<file path="config.mk">
export PLATFORM = sky130hd
export DESIGN_NAME = ustawianie_unit
export DESIGN_NICKNAME = d
export VERILOG_FILES = /design/src/rtl/ustawianie_pkg.sv /design/src/rtl/ustawianie_dec.sv /design/src/rtl/ustawianie_unit.sv
export SDC_FILE = /design/constraint.sdc
export NUM_CORES = 1
export LEC_CHECK = 0
export ABC_CLOCK_PERIOD_IN_PS = 960
export BUFFER_PORTS_ARGS = -buffer_cell sky130_fd_sc_hd__buf_2
export CORE_AREA = 2 2 69 71
export DETAILED_ROUTE_END_ITERATION = 10
export DIE_AREA = 0 0 71 73
export PLACE_DENSITY = 0.86
export SLEW_MARGIN = 25
export SYNTH_ARGS = -nofsm -noshare
export SYNTH_HDL_FRONTEND = slang
export SYNTH_SLANG_ARGS = --single-unit
</file>
<file path="constraint.sdc">
create_clock -name i_clk -period 0.96 [get_ports i_clk]
set_clock_uncertainty 0.05 [all_clocks]
set_input_delay 0.096 -clock i_clk [delete_from_list [all_inputs] [get_ports i_clk]]
set_output_delay 0.096 -clock i_clk [all_outputs]
set_load 0.05 [all_outputs]
</file>
<file path="src/rtl/ustawianie_pkg.sv">
// Shared constants for the bit-set operation of the execution unit.
// Holds the default width, index-width helper and the range error code.
package ustawianie_pkg;

    localparam int BITS_DEFAULT = 32;

    // Error code shared with the other exe_unit operations.
    localparam logic ERR_RANGE = 1'b1;

    function automatic int IDX_W(input int bits);
        return $clog2(bits);
    endfunction

endpackage

</file>
<file path="src/rtl/ustawianie_dec.sv">
// One-hot decoder for the bit index plus the range check on the full index word.
// Only the low IDX_W bits feed the shifter; the full-width compare decides legality.
module ustawianie_dec
    import ustawianie_pkg::*;
#(
    parameter int BITS = BITS_DEFAULT
) (
    input  logic [BITS-1:0] idx,
    output logic [BITS-1:0] mask,
    output logic            in_range
);

    localparam int IW = IDX_W(BITS);

    // BITS always fits in BITS bits when BITS >= 2, so the compare is exact.
    localparam logic [BITS-1:0] LIMIT = BITS[BITS-1:0];
    localparam logic [BITS-1:0] ONE   = {{(BITS-1){1'b0}}, 1'b1};

    // NOTE: every output of a combinational block gets a default first, so no path
    // leaves it unassigned and no latch is inferred.
    always_comb begin
        mask     = '0;
        in_range = (idx < LIMIT);
        if (in_range)
            mask = ONE << idx[IW-1:0];
    end

endmodule

</file>
<file path="src/rtl/ustawianie_unit.sv">
// Bit-set execution block: result = A with bit B set, or 0 with error on a bad index.
// Outputs are registered for one-cycle latency into the exe_unit result mux.
module ustawianie_unit
    import ustawianie_pkg::*;
#(
    parameter int BITS = BITS_DEFAULT
) (
    input  logic            i_clk,
    input  logic            i_rst,
    input  logic            i_valid,
    input  logic [BITS-1:0] i_argA,
    input  logic [BITS-1:0] i_argB,
    output logic [BITS-1:0] o_result,
    output logic            o_error,
    output logic            o_valid
);

    logic [BITS-1:0] mask;
    logic            in_range;
    logic [BITS-1:0] next_result;
    logic            next_error;

    ustawianie_dec #(.BITS(BITS)) u_dec (
        .idx      (i_argB),
        .mask     (mask),
        .in_range (in_range)
    );

    always_comb begin
        next_result = '0;
        next_error  = ERR_RANGE;
        if (in_range) begin
            next_result = i_argA | mask;
            next_error  = ~ERR_RANGE;
        end
    end

    // NOTE: sequential state uses non-blocking assignments so every register
    // samples pre-edge values, independent of statement order.
    always_ff @(posedge i_clk or posedge i_rst) begin
        if (i_rst) begin
            o_result <= '0;
            o_error  <= 1'b0;
            o_valid  <= 1'b0;
        end else begin
            o_valid <= i_valid;
            // Result and error hold their last values on idle cycles.
            if (i_valid) begin
                o_result <= next_result;
                o_error  <= next_error;
            end
        end
    end

endmodule

</file>
==> Word level (Yosys, flattened, before mapping) <==
Cells that the tools add are included.
{ "totals": {"ff_bits": 34, "output_inout_bits": 34} }
{ "op_classes": {"order_cmp": 1, "shifts": 1, "n_mux": 3, "n_bitwise": 1} }
{ "op_table": {"columns": ["operator", "count"], "rows": [
  ["$mux W32", 2],
  ["$lt A32 B6 Y1 const B", 1],
  ["$or A32 B32 Y32", 1],
  ["$shl A1 B5 Y32 const A", 1],
  ["$mux W1", 1]
]} }

==> Logic depth before layout (Yosys ltp) <==
{ "logic_depth": {"word_depth": 4, "depth_mapped": 5} }

==> Hierarchy <==
A second synthesis with hierarchy kept.
{ "hier_totals": {"cells_unflattened": 203, "area_unflattened_um2": 1936.9} }
{ "modules_own_cells": {"columns": ["module", "instances", "cells_per_inst", "area_per_inst_um2", "seq_area_each_um2"], "rows": [
  ["ustawianie_unit", 1, 141, 1571.5, 850.8],
  ["ustawianie_dec", 1, 62, 365.4, 0.0]
]} }

==> Worst setup path after synthesis <==
No wires, ideal clock.
{ "synth_timing": {"kind": "input port to flip-flop", "start": "in i_argB[21]", "end": "reg o_result[12]", "setup_ps": 95, "arrival_ps": 1039, "t_required_ps": 815, "setup_slack_ps": -225, "stages": 4, "path_buffers": 1, "path_cell_list": "nor4_2 > nand4_4 > buf_6 > o32ai_2"} }
{ "synth_via": {"elab_chain_len": 4} }
{ "synth_lines": {"columns": ["item", "line_no", "rtl"], "rows": [
  ["from (decl)", "ustawianie_unit.sv:12", "input logic [BITS-1:0] i_argB,"],
  ["$lt A32 B6 Y1 *", "ustawianie_dec.sv:23", "in_range = (idx < LIMIT);"],
  ["$mux W32", "ustawianie_dec.sv:24", "if (in_range)"],
  ["$or A32 B32 Y32", "ustawianie_unit.sv:33", "next_result = i_argA | mask;"],
  ["$mux W32 *", "ustawianie_unit.sv:32", "if (in_range) begin"],
  ["to (signal assigned)", "ustawianie_unit.sv:49", "o_result <= next_result;"],
  ["to (decl)", "ustawianie_unit.sv:13", "output logic [BITS-1:0] o_result,"]
]} }
Mark *: on every way between the ends. The rest lies on a longest branch, timed or not.
A chain may end at the register's enable or synchronous reset.

==> Final worst setup path <==
{ "layout_timing": {"start": "reg o_result[9]", "end": "out o_result[9]"} }
No word-level cell between the ends.

==> run metrics <==
status=finished with violations; violated checks=negative setup slack; Ys Warns=0; # fillers=~350; port buffer count=100; Logic pwr share=0.158; crit-path cells=buf_6; crit path kind=flip-flop to output port; largest net degree at the start of global routing=35; total number of vias=1824; Worst Setup End Kind=output port; Synth Register Bits=34; Synth Instances=between 150 and 200; Setup-failing EPs final=65; layout net count=roughly 360; remaining global-route overflow=0; P&R area growth vs syn=60.5%; row cnt=25; aggregate global-route resource usage=0.221; leakage=1.35 nW; Worst Slack Setup Final=-47.4 ps; Int Pwr=0.00213 W; Largest stage delay, worst path=about 400 ps; Hold Crit Start=i_argA[1]; syn nets=around 230; CTS H-tree depth=2; routed len/inst=around 17 um; fmax=approximately 1 GHz; power density cells=938 nW/um2; Die ar.=between 5000 and 6000 um2; Reg-to-Reg Start=o_result[5]$_DFFE_PP0P_; drt pass-1 iters=4; crit path DAT=860 ps; share of layout cells above drive strength 1=0.604; vias in the first global route=1780; Required @ worst endpoint=around 810 ps; CTS root buffer=clkbuf_8; # IOs=between 100 and 150; RSZ-0062 raised after global routing=true; final core occ=0.676; diode count=0; initial antenna violation count=0; CORE AREA=roughly 4500 um2; clock latency at the later pin of the worst-skew pair=around 280 ps; starting density of the core=0.421; height of the die=approximately 73 um; Clk network pwr share=0.342; Slew Limit Headroom=0.646; Cell variety after synth=23; final total power=~0.0029 W; DR DRC count=0; post-synth top area share=0.446; Sw Ratio=0.258; DRT iter0 DRCs=around 140; fin. max-slew vios=0; Mean Syn Cell Area=approximately 12 um2; placed cell count=between 300 and 400; GPL Wtd Cong=~0.84; Routed Antenna Nets=0; Hold Crit Class=input pin to flip-flop; clock slew at reported path FFs=70 ps; clock buffer count from CTS=5; fin crit share=1.05; part of the power in registers=0.499; final wirelength=5650 um; clk sinks=34; min cycle time layout=between 1000 and 1500 ps; sequential area share after synthesis=0.446; Max stage delay cell, worst path=dfrtp_1; family with the most delay on the worst path=flip-flops; synth top area cells=dfrtp_1, o32ai_2, a21oi_1; critical path launch point type=flip-flop; CTS tree=done; final HPWL from detailed placement=slightly below 4000 um; worst vdd ir=roughly 480 uV; Synth area leader=dfrtp_1; CP Max Fanout=2; P_sw=roughly 0.00074 W; routed vias/inst=5.33; overall die width=71 um; Clock Path Buffers=2; max_cap viols=0; filler-free cell count of the finished design=about 340; first-pass GRT wire length=about 9000 um; Synth Cell Area=approximately 1900 um2; crit path launch=o_result[9]$_DFFE_PP0P_; Fin. Hold Viols=0; Fin Hold WS=around 120 ps; Worst-Margin Slew=approximately 530 ps; Crit path buffers/inverters=1
## synthesized netlist by cell type
master	count
dfrtp_1	34
inv_1	33
a21oi_1	32
o32ai_2	29
and3b_1	3
buf_1	3
buf_2	3
buf_6	3
clkbuf_1	3
nor3b_1	3
nor4_1	3
nor4_2	3
o32ai_1	3
nor2b_1	2
and2_1	1
and3_1	1
buf_4	1
nand3_1	1
nand4_4	1
nor2_1	1
nor3_1	1
nor4b_4	1
o22a_1	1
## cells by family after synthesis
family | count (synthesis) | synth area share
flops | 34 | 0.446
compound gates | 65 | 0.349
buf+inv | 46 | 0.106
simple gates | 21 | 0.0990
## routing by layer
layer	up-vias	share of wire	track usage
met4	0	0.019	0.0839
met2	85	0.52	0.372
met5	-	0	0
met1	876	0.39	0.286
met3	13	0.069	0.0387
li1	850	-	-
## cell type report
class / instances / area, um2 / area share
repair buffers: 128 / 1010 / 0.331
multi-input cells: 86 / 930 / 0.303
flip-flops and latches: 34 / 851 / 0.278
inverters: 33 / 124 / 0.0404
clock buffers: 5 / 68.8 / 0.0225
well taps: 54 / 67.6 / 0.0220
clock inverters: 2 / 10.0 / 0.00327
## registers in the layout, indices dropped and copies added (netlist names)
signal / count
o_result: 32
o_valid: 1
o_error: 1
## layout by cell type, fill, tap and decap left out, types with 2 or more instances in the layout
master    synthesis  layout
clkbuf_8          0       5
buf_6             3      40
o32ai_2          29      31
nor4_4            0       4
buf_2             3      60
and3b_1           3       3
nor3b_1           3       3
buf_12            0       4
dfrtp_1          34      34
clkinv_2          0       2
nor2b_1           2       2
nor4_2            3       2
a21oi_1          32      32
inv_1            33      33
buf_4             1      23
## final timing paths
check | endpoint | slack [ps] | depth (start not counted)
max in group asynchronous | o_result[6]$_DFFE_PP0P_ | 310 | 4
hold reg to reg | o_error$_DFFE_PP0P_ | 490 | 1
setup reg to reg | o_result[5]$_DFFE_PP0P_ | 90 | 3
setup / recovery | o_result[9] | -50 | 1
hold / removal | o_result[1]$_DFFE_PP0P_ | 120 | 3
min in group asynchronous | o_result[26]$_DFFE_PP0P_ | 360 | 4
## through the flow
step | TNS (ps) | cell area [um2] | setup WS [ps]
3_5_place_dp | -10880 | 2630 | -366
4_1_cts | -1420 | 2980 | -63.8
2_1_floorplan | -4260 | 2000 | -138
6_report | -1440 | 3060 | -47.4
3_3_place_gp | -9840 | 2630 | -305
5_1_grt | -4330 | 3060 | -117
## power by group through the flow
stage	combinational (W)	clock, W	sequential, W
2_1_floorplan	0.000177	0	0.00147
3_3_place_gp	0.000422	0	0.00146
3_5_place_dp	0.000431	0	0.00146
4_1_cts	0.000449	0.00101	0.00144
5_1_grt	0.000494	0.00107	0.00143
6_report	0.000455	0.000984	0.00144
## what timing repair did
item,CTS,global route
gates resized for setup,73,3
hold buffers,1,0
setup buffers,3,8
cloned,0,0
pin swaps,0,1
endpoints found under the hold margin,34,0
setup endpoints to repair,66,67
(Power assumes the default switching activity.)
